--- src/rtl/uart_dbg_pkg.sv ---
// Shared definitions for the debugger response-path UART word serializer:
// the serializer state encoding and the transmitter byte width.
package uart_dbg_pkg;

    localparam int BYTE_W = 8;

    typedef enum logic [1:0] {
        S_IDLE,
        S_ISSUE,
        S_WAIT_START,
        S_WAIT_END
    } ser_state_t;

endpackage

--- src/rtl/uart_tx_word_ser_if.sv ---
// Word handshake between the debug controller (master) and the UART word
// serializer (slave). Signal names keep the serializer's port naming.
interface uart_tx_word_ser_if #(
    parameter int WORD_BYTES = 4
);
    import uart_dbg_pkg::*;

    logic                           i_Word_Valid;
    logic [BYTE_W*WORD_BYTES-1:0]   i_Word;
    logic                           o_Word_Ready;

    modport master (
        output i_Word_Valid,
        output i_Word,
        input  o_Word_Ready
    );

    modport slave (
        input  i_Word_Valid,
        input  i_Word,
        output o_Word_Ready
    );

endinterface

--- src/rtl/uart_word_fifo.sv ---
// Small synchronous word FIFO feeding the serializer. Pointers wrap modulo
// WORD_DEPTH (power of two); a level counter one bit wider than the pointers
// tells full from empty. The head word is read combinationally from the
// register array so it is available the cycle after it was written.
module uart_word_fifo #(
    parameter int WORD_DEPTH = 4,
    parameter int WIDTH      = 32
) (
    input  logic                          i_Clock,
    input  logic                          i_Rst_n,
    input  logic                          push_i,
    input  logic                          pop_i,
    input  logic [WIDTH-1:0]              din_i,
    output logic [WIDTH-1:0]              dout_o,
    output logic                          full_o,
    output logic                          empty_o,
    output logic [$clog2(WORD_DEPTH):0]   level_o
);
    localparam int PTR_W   = $clog2(WORD_DEPTH);
    localparam int LEVEL_W = PTR_W + 1;

    logic [WIDTH-1:0]   mem_q [WORD_DEPTH];
    logic [PTR_W-1:0]   wrPtr_q, wrPtr_d;
    logic [PTR_W-1:0]   rdPtr_q, rdPtr_d;
    logic [LEVEL_W-1:0] level_q, level_d;
    logic               doPush;
    logic               doPop;

    assign full_o  = (level_q == LEVEL_W'(WORD_DEPTH));
    assign empty_o = (level_q == '0);
    assign level_o = level_q;
    assign dout_o  = mem_q[rdPtr_q];
    assign doPush  = push_i && !full_o;
    assign doPop   = pop_i && !empty_o;

    // Next pointer and occupancy values; a refused push or pop leaves them alone.
    always_comb begin
        wrPtr_d = wrPtr_q;
        rdPtr_d = rdPtr_q;
        level_d = level_q;
        if (doPush) wrPtr_d = wrPtr_q + 1'b1;
        if (doPop)  rdPtr_d = rdPtr_q + 1'b1;
        if (doPush && !doPop)      level_d = level_q + 1'b1;
        else if (!doPush && doPop) level_d = level_q - 1'b1;
    end

    // Pointer and level registers, cleared asynchronously.
    always_ff @(posedge i_Clock or negedge i_Rst_n) begin
        if (!i_Rst_n) begin
            wrPtr_q <= '0;
            rdPtr_q <= '0;
            level_q <= '0;
        end else begin
            wrPtr_q <= wrPtr_d;
            rdPtr_q <= rdPtr_d;
            level_q <= level_d;
        end
    end

    // Storage array; contents need no reset because the level gates every read.
    always_ff @(posedge i_Clock) begin
        if (doPush) mem_q[wrPtr_q] <= din_i;
    end

endmodule

--- src/rtl/uart_tx_word_ser.sv ---
// UART word serializer: buffers 32-bit debug response words and feeds them
// MSB byte first into a byte-wide UART transmitter, pacing each strobe off the
// transmitter's Active/Done flags.
// Optional feature macro: UART_TX_SER_CKSUM_EN appends an XOR checksum byte
// after the data bytes of every word.
module uart_tx_word_ser
    import uart_dbg_pkg::*;
#(
    parameter int WORD_DEPTH = 4,
    parameter int WORD_BYTES = 4
) (
    input  logic                          i_Clock,
    input  logic                          i_Rst_n,
    uart_tx_word_ser_if.slave             word_if,
    output logic                          o_Tx_DV,
    output logic [BYTE_W-1:0]             o_Tx_Byte,
    input  logic                          i_Tx_Active,
    input  logic                          i_Tx_Done,
    output logic [$clog2(WORD_DEPTH):0]   o_Level,
    output logic                          o_Busy
);
    localparam int WORD_W = BYTE_W * WORD_BYTES;
`ifdef UART_TX_SER_CKSUM_EN
    localparam int FRAME_LEN = WORD_BYTES + 1;
`else
    localparam int FRAME_LEN = WORD_BYTES;
`endif
    localparam int CNT_W = $clog2(FRAME_LEN + 1);

    ser_state_t          state_q;
    logic [WORD_W-1:0]   shift_q;
    logic [CNT_W-1:0]    count_q;
    logic                txDv_q;
    logic [BYTE_W-1:0]   txByte_q;
`ifdef UART_TX_SER_CKSUM_EN
    logic [BYTE_W-1:0]   acc_q;
`endif

    logic [WORD_W-1:0]   fifoDout;
    logic                fifoFull;
    logic                fifoEmpty;
    logic                popWord;
    logic [BYTE_W-1:0]   topByte;

    uart_word_fifo #(
        .WORD_DEPTH (WORD_DEPTH),
        .WIDTH      (WORD_W)
    ) u_fifo (
        .i_Clock (i_Clock),
        .i_Rst_n (i_Rst_n),
        .push_i  (word_if.i_Word_Valid),
        .pop_i   (popWord),
        .din_i   (word_if.i_Word),
        .dout_o  (fifoDout),
        .full_o  (fifoFull),
        .empty_o (fifoEmpty),
        .level_o (o_Level)
    );

    assign word_if.o_Word_Ready = !fifoFull;
    assign o_Tx_DV   = txDv_q;
    assign o_Tx_Byte = txByte_q;
    assign o_Busy    = !fifoEmpty || (state_q != S_IDLE);
    assign topByte   = shift_q[WORD_W-1 -: BYTE_W];

    // A word leaves the FIFO from idle, or straight from the end of the previous
    // frame so consecutive words run back to back without an idle bubble.
    always_comb begin
        popWord = 1'b0;
        if (!fifoEmpty) begin
            if (state_q == S_IDLE)
                popWord = 1'b1;
            else if (state_q == S_WAIT_END && !i_Tx_Active && count_q == '0)
                popWord = 1'b1;
        end
    end

    // Serializer FSM with registered strobe/byte; the strobe is high for exactly
    // the cycle after an issue because every other path clears it.
    always_ff @(posedge i_Clock or negedge i_Rst_n) begin
        if (!i_Rst_n) begin
            state_q  <= S_IDLE;
            shift_q  <= '0;
            count_q  <= '0;
            txDv_q   <= 1'b0;
            txByte_q <= '0;
`ifdef UART_TX_SER_CKSUM_EN
            acc_q    <= '0;
`endif
        end else begin
            txDv_q <= 1'b0;
            case (state_q)
                S_IDLE: begin
                    if (popWord) begin
                        shift_q <= fifoDout;
                        count_q <= CNT_W'(FRAME_LEN);
`ifdef UART_TX_SER_CKSUM_EN
                        acc_q   <= '0;
`endif
                        state_q <= S_ISSUE;
                    end
                end
                S_ISSUE: begin
                    if (!i_Tx_Active && !i_Tx_Done) begin
                        txDv_q  <= 1'b1;
`ifdef UART_TX_SER_CKSUM_EN
                        if (count_q == CNT_W'(1)) begin
                            txByte_q <= acc_q;
                        end else begin
                            txByte_q <= topByte;
                            acc_q    <= acc_q ^ topByte;
                        end
`else
                        txByte_q <= topByte;
`endif
                        shift_q <= shift_q << BYTE_W;
                        count_q <= count_q - 1'b1;
                        state_q <= S_WAIT_START;
                    end
                end
                S_WAIT_START: begin
                    if (i_Tx_Active) state_q <= S_WAIT_END;
                end
                S_WAIT_END: begin
                    if (!i_Tx_Active) begin
                        if (count_q != '0) begin
                            state_q <= S_ISSUE;
                        end else if (popWord) begin
                            shift_q <= fifoDout;
                            count_q <= CNT_W'(FRAME_LEN);
`ifdef UART_TX_SER_CKSUM_EN
                            acc_q   <= '0;
`endif
                            state_q <= S_ISSUE;
                        end else begin
                            state_q <= S_IDLE;
                        end
                    end
                end
                default: state_q <= S_IDLE;
            endcase
        end
    end

endmodule

--- src/flat_wrapper.sv ---
// flat-port wrapper written by rule: the top's interface ports become plain ports
module uart_tx_word_ser_flat import uart_dbg_pkg::*;
#(
    parameter int WORD_DEPTH = 4,
    parameter int WORD_BYTES = 4
)
  (i_Clock, i_Rst_n, o_Tx_DV, o_Tx_Byte, i_Tx_Active, i_Tx_Done, o_Level, o_Busy, word_if_i_Word_Valid, word_if_i_Word, word_if_o_Word_Ready);
  uart_tx_word_ser_if #(.WORD_BYTES(WORD_BYTES)) word_if_i ();
  input  logic i_Clock;
  input  logic i_Rst_n;
  output logic o_Tx_DV;
  output logic [BYTE_W-1:0] o_Tx_Byte;
  input  logic i_Tx_Active;
  input  logic i_Tx_Done;
  output logic [$clog2(WORD_DEPTH):0] o_Level;
  output logic o_Busy;
  input wire logic [$bits(word_if_i.i_Word_Valid)-1:0] word_if_i_Word_Valid;
  input wire logic [$bits(word_if_i.i_Word)-1:0] word_if_i_Word;
  output wire logic [$bits(word_if_i.o_Word_Ready)-1:0] word_if_o_Word_Ready;
  assign word_if_i.i_Word_Valid = word_if_i_Word_Valid;
  assign word_if_i.i_Word = word_if_i_Word;
  assign word_if_o_Word_Ready = word_if_i.o_Word_Ready;
  uart_tx_word_ser #(.WORD_DEPTH(WORD_DEPTH), .WORD_BYTES(WORD_BYTES)) u_core (.i_Clock(i_Clock), .i_Rst_n(i_Rst_n), .word_if(word_if_i), .o_Tx_DV(o_Tx_DV), .o_Tx_Byte(o_Tx_Byte), .i_Tx_Active(i_Tx_Active), .i_Tx_Done(i_Tx_Done), .o_Level(o_Level), .o_Busy(o_Busy));
endmodule
--- config.mk ---
export PLATFORM = sky130hd
export DESIGN_NAME = uart_tx_word_ser_flat
export DESIGN_NICKNAME = d
export VERILOG_FILES = /design/src/rtl/uart_dbg_pkg.sv /design/src/rtl/uart_tx_word_ser_if.sv /design/src/rtl/uart_word_fifo.sv /design/src/rtl/uart_tx_word_ser.sv /design/src/flat_wrapper.sv
export SDC_FILE = /design/constraint.sdc
export NUM_CORES = 1
export LEC_CHECK = 0
export BUFFER_PORTS_ARGS = -buffer_cell sky130_fd_sc_hd__buf_2
export CAP_MARGIN = 20
export CORE_UTILIZATION = 45
export DETAILED_ROUTE_END_ITERATION = 8
export HOLD_SLACK_MARGIN = 0.02
export PLACE_DENSITY = 0.67
export SLEW_MARGIN = 10
export SYNTH_ARGS = -nofsm -noshare
export SYNTH_HDL_FRONTEND = slang
export SYNTH_SLANG_ARGS = --single-unit
--- constraint.sdc ---
create_clock -name i_Clock -period 2.3 [get_ports i_Clock]
set_input_delay 0.345 -clock i_Clock [delete_from_list [all_inputs] [get_ports i_Clock]]
set_output_delay 0.345 -clock i_Clock [all_outputs]
set_load 0.02 [all_outputs]
=== Word-level counts from Yosys, hierarchy flattened ===
Memory sizes are Yosys's and may differ from the RTL's.
Index checks and enable logic that the tools add are counted.

* Equal/unequal tests: 9
* Multiplexer cells: 26
* Reduce and logical (&&, ||, !) cells: 24
* Add/subtract/negate cells: 5

{| class="wikitable"
|+ Operators with widths
! kind !! number
|-
| 2-to-1 mux 32 bit || 4
|-
| one-hot mux 32 bit (3 select lines) || 1
|-
| 2-to-1 mux 3 bit || 6
|-
| 2-to-1 mux 2 bit || 5
|-
| one-hot mux 3 bit (3 select lines) || 1
|-
| 2-to-1 mux 1 bit || 8
|-
| != test 2 bit (second input constant) || 4
|-
| one-hot mux 2 bit (4 select lines) || 1
|-
| AND reduction 4 bit || 2
|-
| logical AND 1 bit || 7
|-
| zero test 1 bit || 6
|-
| zero test 3 bit || 2
|-
| nonzero test 3 bit || 2
|-
| subtractor 3 x 1 -> 3 bit (second input constant) || 2
|-
| adder 2 x 1 -> 2 bit (second input constant) || 2
|-
| == test 2 bit (second input constant) || 2
|-
| nonzero test 2 bit || 2
|-
| adder 3 x 1 -> 3 bit (second input constant) || 1
|-
| == test 3 bit (second input constant) || 1
|-
| == test 2 x 1 -> 1 bit (second input constant) || 1
|-
| zero test 2 bit || 1
|-
| != test 2 x 1 -> 1 bit (second input constant) || 1
|-
| AND reduction 2 bit || 1
|-
| logical OR 1 bit || 1
|}

* Output and inout bits: 14
* Word-level logic and storage cells: 73
* Memories: 1
* Register bits after elaboration: 53
* Input port bits: 37
* RAM bits: 128

{| class="wikitable"
|+ Memories
! name !! words !! bits a word !! rd ports !! clocked after Yosys merged registers in !! wr ports !! RTL line !! text
|-
| u_core.u_fifo.mem_q || 4 || 32 || 1 || 0 || 1 || uart_word_fifo.sv:22 || <nowiki>logic [WIDTH-1:0] mem_q [WORD_DEPTH];</nowiki>
|}

=== Logic depth before layout (Yosys ltp) ===
Gate-level depths: netlist of run 1.

* Depth after elaboration: 10
* Mapped depth: 11
* Gate-level depth less buffers: 11

=== Cells and area by module ===
A second synthesis of run 1 with hierarchy kept.

* Cells, all modules: 366
* Area total of the unflattened synthesis: 7313.3 µm²

{| class="wikitable"
|+ Modules (own cells, without submodules)
! module !! area an instance (µm²) !! cells each !! times used
|-
| uart_word_fifo || 5094.9 || 204 || 1
|-
| uart_tx_word_ser || 2218.4 || 162 || 1
|}

=== Worst setup path before layout of run 1 ===
Ideal clock, no wire load.

* Kind: register to register
* Start point: register u_core.count_q[0]
* End point: register u_core.u_fifo.level_q[2] (netlist: u_core.u_fifo.level_o[2])
* Stages on the path, launching flop included: 12
* Arrival: 2.198 ns
* Slack: 0.023 ns
* Period minus slack after synthesis: 2.277 ns
* Required time: 2.220 ns
* Cell sequence: dfrtp_1 > inv_1 > ha_1 > ha_1 > and3b_1 > o21bai_4 > ha_1 > inv_1 > fa_1 > xor2_1 > nor2_1 > xor2_1

* Longest elaborated chain between the ends: 9

{| class="wikitable"
|+ RTL lines
! item !! RTL line !! text
|-
| from (decl) || uart_tx_word_ser.sv:32 || <nowiki>logic [CNT_W-1:0] count_q;</nowiki>
|-
| from (signal assigned) || uart_tx_word_ser.sv:96 || <nowiki>count_q <= CNT_W'(FRAME_LEN);</nowiki>
|-
| from (signal assigned) || uart_tx_word_ser.sv:117 || <nowiki>count_q <= count_q - 1'b1;</nowiki>
|-
| from (signal assigned) || uart_tx_word_ser.sv:130 || <nowiki>count_q <= CNT_W'(FRAME_LEN);</nowiki>
|-
| zero test 3 bit (*) || uart_tx_word_ser.sv:73 || <nowiki>else if (state_q == S_WAIT_END && !i_Tx_Active && count_q == '0)</nowiki>
|-
| logical AND 1 bit (*) || uart_tx_word_ser.sv:73 ||
|-
| 2-to-1 mux 1 bit (*) || uart_tx_word_ser.sv:73 ||
|-
| 2-to-1 mux 1 bit (*) || uart_tx_word_ser.sv:71 || <nowiki>if (state_q == S_IDLE)</nowiki>
|-
| 2-to-1 mux 1 bit (*) || uart_tx_word_ser.sv:70 || <nowiki>if (!fifoEmpty) begin</nowiki>
|-
| logical AND 1 bit (*) || uart_word_fifo.sv:34 || <nowiki>assign doPop = pop_i && !empty_o;</nowiki>
|-
| zero test 1 bit || uart_word_fifo.sv:43 || <nowiki>if (doPush && !doPop) level_d = level_q + 1'b1;</nowiki>
|-
| logical AND 1 bit || uart_word_fifo.sv:43 ||
|-
| 2-to-1 mux 3 bit or nonzero test 2 bit (tied branches) || -- ||
|-
| to (signal assigned) || uart_word_fifo.sv:56 || <nowiki>level_q <= level_d;</nowiki>
|-
| to (decl) || uart_word_fifo.sv:25 || <nowiki>logic [LEVEL_W-1:0] level_q, level_d;</nowiki>
|}

Every way passes the cells marked *; elsewhere a longest branch is shown, timed or not.
A chain may end at the register's enable or synchronous reset.

=== Worst setup path in the final report of run 1 ===
Ends and elaborated chain as after synthesis.

==> results.ini, run 1 <==
[status]
status=finished, final reports clean

[power_and_ir_drop]
powerDensity_nw_per_um2=1380
power.total_mw=11.9
ir_drop_uv=686
leakagePower_nw=3.28

[setup_path]
required_ps=2640
cp-start-kind=flop
cp-end-kind=flop
cp.arrival_ps=2520
crit_fanout=2
path_class=flop to flop

[logic_synthesis]
ys_async_sr_fraction_pct=29.3
ys_ff_latch=181
yosysUniqueCellTypes=39
synthMuxAreaShare_pct=20.3
syn_inst=372
synthAdderAreaFrac_pct=2.14
synthSimpleGateAreaFrac_pct=1.26
synthFlopType=edfxtp_1
synthXorXnorAreaFrac_pct=0.713
syn_avg_cell_area_um2=19.8
synth_nets=421
synth_edf_count=128
synth_area_um2=7370
yosysWarnings=0
synth_top_family_by_area=multiplexers
synth_compound_area_share_pct=2.22
seq_area_frac_synth_pct=70.1

[finish]
area_delta_synth_final_pct=16.8
nNetsFinal=493
antenna_cells=0
design_area_um2=8610
stdcell_count=673
drive_above_1_share_pct=42.5

[grt]
use_met2_pct=27.9
grt_pass1_wl_mm=20.0
busiest_layer=met2
grt.met3_usage_pct=4.10
first_global_vias=3709
antenna_found_initial=0
track_usage_pct=16.7
grt_start_max_net_pins=33
grtUsageMet1_pct=21.1
globalRouteOverflowTotal=0

[die]
ios=51
num_rows=46
die_area_um2=16900
die_x_um=130
initial_utilization_pct=46.2
core_area_um2=15900
die_y_um=130

[clock_network]
clock_sinks=181
cts_buffer_depth=2
htree_levels=4
clkSlewWorstSetupHoldPaths_ps=60
cts-root-buf=clkbuf_16
cts_tree=built
cts_buffers=17
clock_latency_ps=420

[place]
pre_cts_ws_ps=27.2
dp_hpwl_mm=7.79
place_area_um2=7990
dp.cells=639
numPortBuffers=50
place.gp.congestion=0.733

[sta]
holdWs_ps=134
clock_skew_ps=7.45
fin_crit_sh_pct=95.0
post-route-min-period_ps=2180
drv_slew=0
fin_ws_ps=116
tightest_slew_ps=537
finalSetupViolCount=0
max_clock_freq_mhz=458
hold_viol=0
max_slew_margin_pct=64.2

[routing]
wl_per_cell_um=18.4
drtPass1Iterations=4
final_antenna_net_count=0
vias_per_cell=5.13
drt-initial-drc-count=197
via_count=3453
route.detailed.drc=0
wirelength_mm=12.4

[run]
cap_violations=0

[hold_path]
hp-class=input pin to flop

-- path summary, 6_finish.rpt --
check                                   start                         end  slack [ps]  cells past startpoint
max                         u_core.count_q[0]    u_core.u_fifo.level_o[2]         120                     11
min                        word_if_i_Word[16]  u_core.u_fifo.mem_q[3][16]         130                      1
max reg2reg                 u_core.count_q[0]    u_core.u_fifo.level_o[2]         120                     11
min reg2reg                 u_core.count_q[2]           u_core.count_q[2]         490                      1
max in group asynchronous             i_Rst_n          u_core.shift_q[25]        1200                      3
min in group asynchronous             i_Rst_n    u_core.u_fifo.wrPtr_q[1]         440                      2
-- sequential cells by signal, summed over array words and instances, names as in the netlist --
| register | cells |
|---|---|
| u_core.o_Tx_Byte | 8 |
| u_core.u_fifo.rdPtr_q | 2 |
| u_core.o_Tx_DV | 1 |
| u_core.shift_q | 32 |
| u_core.count_q | 3 |
| u_core.u_fifo.mem_q | 128 |
| u_core.u_fifo.wrPtr_q | 2 |
| u_core.u_fifo.level_o | 3 |
| u_core.state_q | 2 |
-- per-stage QoR --
step	TNS (ps)	util, %
finish	0	54.0
global route	-3.70	54.0
CTS	0	53.8
detailed placement	0	50.1
global placement	0	50.1
floorplan	0	-
-- per-layer routing --
layer	wire (µm)	up-vias
met5	0	-
met3	365	18
met1	5600	1792
met4	196	0
li1	-	1583
met2	6200	60
-- critical path, cell delays in order, from the launching register on --
cell	delay, ps
dfrtp_1	350
inv_1	50
ha_1	190
ha_2	180
and3b_2	210
o21bai_4	160
ha_4	150
inv_1	50
fa_2	330
xor2_1	160
nor2_1	130
xor2_1	160
-- power by group --
part	switching, mW	internal [mW]
registers	0.406	4.48
logic	1.91	2.27
clock network	1.16	1.69
-- cells in the mapped netlist, types with 2 or more instances --
| cell type | count | area share [%] |
|---|---|---|
| edfxtp_1 | 128 | 52 |
| dfrtp_1 | 53 | 18 |
| mux2_2 | 41 | 6.3 |
| inv_1 | 28 | 1.4 |
| mux4_2 | 27 | 8.2 |
| mux2_4 | 19 | 3.9 |
| ha_1 | 11 | 1.9 |
| o22ai_1 | 9 | 0.76 |
| mux4_1 | 5 | 1.8 |
| and3_1 | 4 | 0.34 |
| buf_4 | 4 | 0.41 |
| buf_2 | 3 | 0.20 |
| buf_6 | 3 | 0.46 |
| clkbuf_1 | 3 | 0.15 |
| nand2_1 | 3 | 0.15 |
| nor2_1 | 3 | 0.15 |
| xnor2_1 | 3 | 0.36 |
| xor2_1 | 3 | 0.36 |
| buf_12 | 2 | 0.54 |
-- cells in the final DEF (no fill, tap or decap), types with 2 or more instances in the layout --
cell type and instances:
clkinv_4 2, edfxtp_1 128, mux2_2 41, dfrtp_1 52
nor2_1 3, xor2_1 3, and3_1 4, o22ai_1 9
mux2_4 19, mux4_1 5, ha_1 9, nand2_1 3
buf_12 8, buf_4 10, mux4_2 27, inv_1 28
buf_2 50, clkinv_1 2, bufinv_16 3, xnor2_1 3
clkbuf_16 17, clkinv_2 6
-- cell families (layout without fill, tap and decap cells) --
family | after synthesis | in the layout
buffers and inverters | 44 | 129
XOR/XNOR | 6 | 6
flip-flops | 181 | 181
AO/OA/AOI/OAI | 20 | 20
adder cells (fa/ha/maj) | 12 | 12
multiplexers | 93 | 93
AND/OR/NAND/NOR | 16 | 16
-- timing repair --
action                                  CTS  global route
setup buffers                             0             1
hold buffers                              1             0
gates resized for setup                   0             5
endpoints found under the hold margin    20             0
endpoints found under the setup margin    0             2
-- cell type report --
type | count | area (µm²)
sequential | 181 | 5170
clock buffer | 17 | 425
fill | 1261 | 7330
tap | 216 | 270
multi-input combinational | 147 | 1980
inverter | 28 | 105
timing repair buffer | 69 | 495
clock inverter | 15 | 161
No activity file was read; power rests on OpenSTA's default activity.
==> run 2, diff against run 1 <==
--- a/config.mk
+++ b/config.mk
@@ -5,6 +5,7 @@
 export SDC_FILE = /design/constraint.sdc
 export NUM_CORES = 1
 export LEC_CHECK = 0
+export ABC_AREA = 1
 export BUFFER_PORTS_ARGS = -buffer_cell sky130_fd_sc_hd__buf_2
 export CAP_MARGIN = 20
 export CORE_UTILIZATION = 45
==> run 2 against run 1 <==
  * Sequential power is 1% lower
  * Routed wire length is 22% higher
  * Highest routed layer unchanged
  * Largest cell class unchanged
  * Combinational power grew 9.3%
  * Clock power about the same
  * Clock-buffer cell count unchanged
  * Utilization is 0.27 points lower
  * First-iteration DRC count grew 72%
  * Area after synthesis rose by 2.0%
  * Register-to-register slack better by 30 ps
  * Critical path depth is 1 higher
  * Via count rose by 43%
  * Worst setup slack better by 31 ps
  * Critical endpoint unchanged
==> results.ini, run 2 <==
[power_and_ir_drop]
power.total_mw=12.2  ; +2.5%
powerDensity_nw_per_um2=1410  ; +2.0%
leakagePower_nw=3.68  ; +12%
ir_drop_uv=666  ; -2.9%

[finish]
nFillCells=1396  ; +11%
largest_reg_flops=128  ; unchanged
multi_input_area_um2=2080  ; +5.1%
antenna_cells=0  ; unchanged
area_delta_synth_final_pct=15.2
design_area_um2=8660  ; +0.58%
final_cell_mix=nand2_1 (268), edfxtp_1 (128), nand3_1 (86)
top_register=u_core.u_fifo.mem_q
seqCellArea_um2=5170  ; unchanged
stdcell_count=976  ; +45%
final_util_pct=53.7  ; -0.27 points
nNetsFinal=796  ; +61%
drive_above_1_share_pct=16.2  ; -26 points
layout_commonest_cell=nand2_1

[clock_network]
clock_sinks=181  ; unchanged
clock_latency_ps=430  ; about the same
cts_tree=built
cts-root-buf=clkbuf_16
cts_buffer_depth=2  ; unchanged
clkSlewWorstSetupHoldPaths_ps=70  ; about the same
postCtsSetupBuffers=0  ; unchanged
cts_hold_buffers=1  ; unchanged
cts_resized=0  ; unchanged
htree_levels=4  ; unchanged
cts_buffers=17  ; unchanged

[hold_path]
hold_start=word_if_i_Word[4]
whs_path_depth=1  ; unchanged
hp-class=input pin to flop
min_to=u_core.u_fifo.mem_q[2][4]

[logic_synthesis]
syn_inst=692  ; +86%
synthFlopType=edfxtp_1
synth_edf_count=128  ; unchanged
synth_area_um2=7520  ; +2.0%
synthTopCellsByArea=edfxtp_1 (51%), dfrtp_1 (18%), nand2_1 (13%)
synth_top_area_share_pct=51.1  ; -1.0 points
ys_ff_latch=181  ; unchanged
syn_avg_cell_area_um2=10.9  ; -45%
seq_area_frac_synth_pct=68.7  ; -1.4 points
yosysUniqueCellTypes=25  ; -36%
netlist_top_cells_count=nand2_1 (268), edfxtp_1 (128), nand3_1 (86)
synth_nets=741  ; +76%
ys_async_sr_fraction_pct=29.3  ; unchanged
yosysTopAreaCell=edfxtp_1
yosysWarnings=0  ; unchanged
synth_most_common_cell=nand2_1

[place]
dp_hpwl_mm=9.01  ; +16%
numPortBuffers=50  ; unchanged
place.gp.congestion=0.767  ; +4.6%
place_area_um2=8070  ; +1.0%
dp.cells=943  ; +48%
pre_cts_ws_ps=142  ; +115 ps

[routing]
drtPass1Iterations=5  ; +1
wl_per_cell_um=15.4  ; -16%
route.detailed.drc=0  ; unchanged
drt-initial-drc-count=339  ; +72%
vias_per_cell=5.04  ; -1.7%
via_count=4922  ; +43%
final_antenna_net_count=0  ; unchanged
wirelength_mm=15.1  ; +22%

[sta]
hold_viol=0  ; unchanged
holdWs_ps=124  ; -9.70 ps
finalSetupViolCount=0  ; unchanged
tightest_slew_ps=546  ; +8.74 ps
post-route-min-period_ps=2150  ; -31.3 ps
max_clock_freq_mhz=464  ; +1.5%
fin_ws_ps=147  ; +31.3 ps
drv_slew=0  ; unchanged
fin_crit_sh_pct=93.6  ; -1.4 points
tns_ps=0  ; unchanged
clock_skew_ps=7.42  ; -0.0315 ps
rsz0062_at_grt=no
max_slew_margin_pct=63.6  ; -0.58 points

[setup_path]
crit_fanout=3  ; +1
reg2reg_to=u_core.u_fifo.level_o[2]
cp-end-kind=flop
required_ps=2610  ; -30 ps
path_class=flop to flop
worst-r2r-setup-slack_ps=150  ; +30 ps
r2r_start=u_core.count_q[0]
cp-start-kind=flop
r2r_cells=12  ; +1
cp.arrival_ps=2460  ; -60 ps

[die]
ios=51  ; unchanged
die_area_um2=17200  ; +2.0%
die_x_um=131  ; +0.99%
die_y_um=131  ; +0.99%
initial_utilization_pct=46.7  ; +0.43 points
core_area_um2=16100  ; +1.1%
num_rows=46  ; unchanged

[status]
status=finished, final reports clean

[grt]
grt_start_max_net_pins=49  ; +48%
first_global_vias=5019  ; +35%
antenna_found_initial=0  ; unchanged
grt_pass1_wl_mm=24.8  ; +24%
track_usage_pct=18.8  ; +2.1 points
globalRouteOverflowTotal=0  ; unchanged

[run]
cap_violations=0  ; unchanged

## run 2: cell count changes after synthesis, moves of 13 or more
cell	previous run	this run
nor2_1	3	33
nand3_1	0	86
o21ai_0	1	28
mux2_4	19	0
nand2_2	0	13
mux2_2	41	0
nand2_1	3	268
mux4_2	27	0
## run 2: final cells by class
cell class / instances / share of cell area [%]
Clock buffer: 17 / 4.91
Clock inverter: 15 / 1.82
Inverter: 26 / 1.18
Multi-Input combinational cell: 453 / 24.1
Sequential cell: 181 / 59.7
Tap cell: 216 / 3.12
Timing Repair Buffer: 68 / 5.20
## run 2: how the worst max path moves through the flow
| stage | from | to | slack [ps] | cells past startpoint |
|---|---|---|---|---|
| after floorplan | u_core.u_fifo.level_o[0] | u_core.u_fifo.mem_q[0][0] | -510 | 4 |
| after global placement | u_core.count_q[0] | u_core.u_fifo.level_o[2] | 170 | 12 |
| after detailed placement | u_core.count_q[0] | u_core.u_fifo.level_o[2] | 140 | 12 |
| after CTS | u_core.count_q[0] | u_core.u_fifo.level_o[2] | 140 | 12 |
| after global routing | u_core.count_q[0] | u_core.u_fifo.level_o[2] | 5 | 12 |
| final | u_core.count_q[0] | u_core.u_fifo.level_o[2] | 150 | 12 |
## run 2: worst max-delay path, cell delays in order, from the launching register on
cell	delay [ps]
dfrtp_1	340
inv_1	60
ha_1	190
ha_1	210
nand3_1	80
nand2_1	100
nand2_2	80
ha_1	140
inv_1	70
fa_1	370
a21oi_1	140
o21ai_0	110
xor2_1	150
## run 2: power by group
group | switching (mW) | total [mW] | leakage, nW | internal, mW
clock network | 1.23 | 2.83 | 0.266 | 1.60
logic | 3.14 | 4.57 | 1.57 | 1.44
registers | 0.385 | 4.81 | 1.84 | 4.43
## run 2: logic make-up after synthesis
family | after synthesis | synth area share (%)
compound gates | 33 | 2.35
xor+xnor | 4 | 0.466
fa+ha+maj | 12 | 2.10
buf+inv | 58 | 3.69
flops | 181 | 68.7
simple gates | 404 | 22.7
## run 2: per-layer routing
| layer | up-vias | global-route usage, % | part of all wire (%) |
|---|---|---|---|
| met4 | 0 | 7.82 | 1.6 |
| li1 | 2407 | - | - |
| met2 | 123 | 32.4 | 50 |
| met5 | - | 0 | 0 |
| met1 | 2374 | 23.4 | 43 |
| met3 | 18 | 3.28 | 4.8 |
==> run 3, diff against run 2 <==
--- a/config.mk
+++ b/config.mk
@@ -6,12 +6,13 @@
 export NUM_CORES = 1
 export LEC_CHECK = 0
 export ABC_AREA = 1
-export BUFFER_PORTS_ARGS = -buffer_cell sky130_fd_sc_hd__buf_2
+export BUFFER_PORTS_ARGS = -buffer_cell sky130_fd_sc_hd__clkbuf_2
 export CAP_MARGIN = 20
 export CORE_UTILIZATION = 45
 export DETAILED_ROUTE_END_ITERATION = 8
 export HOLD_SLACK_MARGIN = 0.02
 export PLACE_DENSITY = 0.67
+export SETUP_SLACK_MARGIN = 0.3
 export SLEW_MARGIN = 10
 export SYNTH_ARGS = -nofsm -noshare
 export SYNTH_HDL_FRONTEND = slang
==> run 3 against run 2 <==
  * Maximum frequency rose by 8.6%
  * Sequential share of layout area decreased by 0.70 points
  * Sequential power barely moved
  * Die area did not move
  * Combinational power rose by 5.7%
  * Sequential cell count unchanged
  * Hold slack improved by 8.7 ps
  * Critical path type unchanged
  * Highest routed layer unchanged
==> results.ini, run 3 (synthesized netlist as in run 2, its figures left out) <==
[place]
dp.cells=941  ; -0.21%
place_area_um2=8070  ; about the same
numPortBuffers=50  ; unchanged
dp_hpwl_mm=8.82  ; -2.1%
pre_cts_ws_ps=188  ; +45.4 ps
place.gp.congestion=0.746  ; -2.7%

[grt]
antenna_found_initial=0  ; unchanged
track_usage_pct=18.5  ; -0.27 points
globalRouteOverflowTotal=0  ; unchanged
grt_start_max_net_pins=42  ; -14%
first_global_vias=4960  ; -1.2%
grt_pass1_wl_mm=24.6  ; -0.58%

[sta]
clock_skew_ps=6.91  ; -0.511 ps
rsz0062_at_grt=no
hold_viol=0  ; unchanged
fin_crit_sh_pct=86.2  ; -7.4 points
max_slew_margin_pct=52.9  ; -11 points
post-route-min-period_ps=1980  ; -171 ps
drv_slew=0  ; unchanged
finalSetupViolCount=0  ; unchanged
fin_ws_ps=318  ; +171 ps
max_clock_freq_mhz=504  ; +8.6%
tightest_slew_ps=707  ; +161 ps
tns_ps=0  ; unchanged

[finish]
drive_above_1_share_pct=17.6  ; +1.4 points
stdcell_count=978  ; +0.20%
area_delta_synth_final_pct=16.6
top_register=u_core.u_fifo.mem_q
nFillCells=1372  ; -1.7%
antenna_cells=0  ; unchanged
layout_commonest_cell=nand2_1
final_cell_mix=nand2_1 (266), edfxtp_1 (128), nand3_1 (83)
nNetsFinal=799  ; +0.38%
largest_reg_flops=128  ; unchanged
final_util_pct=54.4  ; +0.65 points
design_area_um2=8770  ; +1.2%

[status]
status=finished, final reports clean

[clock_network]
cts_tree=built
cts-root-buf=clkbuf_16
clock_sinks=181  ; unchanged
clkSlewWorstSetupHoldPaths_ps=60  ; about the same
cts_buffer_depth=2  ; unchanged
cts_buffers=17  ; unchanged
htree_levels=4  ; unchanged
clock_latency_ps=430  ; about the same

[routing]
wl_per_cell_um=15.4  ; -0.24%
route.detailed.drc=0  ; unchanged
drt-initial-drc-count=415  ; +22%
via_count=4950  ; +0.57%
wirelength_mm=15.1  ; about the same
vias_per_cell=5.06  ; +0.36%
final_antenna_net_count=0  ; unchanged
drtPass1Iterations=5  ; unchanged

[hold_path]
min_to=u_core.u_fifo.mem_q[2][0]
hp-class=input pin to flop
hold_start=word_if_i_Word[0]
whs_path_depth=1  ; unchanged

[die]
core_area_um2=16100  ; unchanged
num_rows=46  ; unchanged
ios=51  ; unchanged
die_area_um2=17200  ; unchanged
die_x_um=131  ; unchanged
die_y_um=131  ; unchanged
initial_utilization_pct=46.7  ; unchanged

[setup_path]
reg2reg_to=u_core.u_fifo.level_o[2]
path_class=flop to flop
cp-end-kind=flop
required_ps=2600  ; about the same
cp.arrival_ps=2290  ; -170 ps
r2r_cells=12  ; unchanged
crit_fanout=3  ; unchanged
r2r_start=u_core.count_q[0]
worst-r2r-setup-slack_ps=320  ; +170 ps
cp-start-kind=flop

[power_and_ir_drop]
ir_drop_uv=777  ; +17%
powerDensity_nw_per_um2=1430  ; +1.2%
leakagePower_nw=3.72  ; +1.0%

[run]
cap_violations=0  ; unchanged

-- run 3: cell count changes in the layout (fill, tap and decap cells not counted), moves of 3 or more --
cell,previous run,this run
buf_2,50,0
clkbuf_2,0,50
clkinvlp_4,6,1
clkbuf_1,0,4
ha_1,11,7
ha_4,0,3
inv_1,23,20
inv_2,1,4
nand3_1,86,83
nand3_2,0,3
-- run 3: worst max-delay path, stage by stage (launching register included) --
cell and delay (ps):
dfrtp_1 370, inv_2 60, ha_4 160, ha_4 150, nand3_2 70, nand2_2 80, nand2_4 90, ha_4 130
inv_2 50, fa_2 350, a21oi_2 130, o21ai_1 90, xor2_1 140
-- run 3: per-stage QoR --
stage / hold WS [ps] / total power, mW
6_report: 133 / 12.5
5_1_grt: 119 / 13.4
4_1_cts: 115 / 12.4
3_5_place_dp: 431 / 9.46
3_3_place_gp: 415 / 9.32
2_1_floorplan: 49.4 / 8.22
-- run 3: routing by layer --
layer | share of wire [%] | wire, µm | track usage (%)
met5 | 0 | 0 | 0
met4 | 1.7 | 253 | 6.98
met1 | 42 | 6370 | 22.7
met2 | 51 | 7690 | 31.6
met3 | 4.9 | 736 | 4.63
-- run 3: timing repair --
| action | in CTS | in global routing |
|---|---|---|
| cloned | 0 | 1 |
| endpoints found under the setup margin | 7 | 34 |
| buffers inserted | 1 | 3 |
| hold buffers | 1 | 0 |
| gates resized for setup | 10 | 5 |
| hold endpoints to repair | 25 | 0 |
| pin swaps | 4 | 3 |
-- run 3: worst max-delay path by stage --
stage | from | end | slack, ps
floorplan | u_core.u_fifo.level_o[1] | u_core.u_fifo.mem_q[0][0] | 180
global placement | u_core.count_q[0] | u_core.u_fifo.level_o[2] | 190
detailed placement | u_core.count_q[0] | u_core.u_fifo.level_o[2] | 190
CTS | u_core.count_q[1] | u_core.u_fifo.level_o[2] | 320
global route | u_core.count_q[0] | u_core.u_fifo.level_o[2] | 250
finish | u_core.count_q[0] | u_core.u_fifo.level_o[2] | 320
-- run 3: layout make-up --
class	instances	area (µm²)	area share (%)
Sequential cell	181	5170	59.0
Timing Repair Buffer	70	478	5.45
Clock buffer	21	440	5.02
Multi-Input combinational cell	454	2170	24.8
Tap cell	216	270	3.08
Inverter	26	103	1.17
Clock inverter	10	131	1.50
-- run 3: where the power goes --
part	total (mW)	switching [mW]	leakage, nW	internal (mW)
combinational	4.83	3.22	1.60	1.62
sequential	4.84	0.409	1.84	4.43
clock	2.83	1.14	0.274	1.69
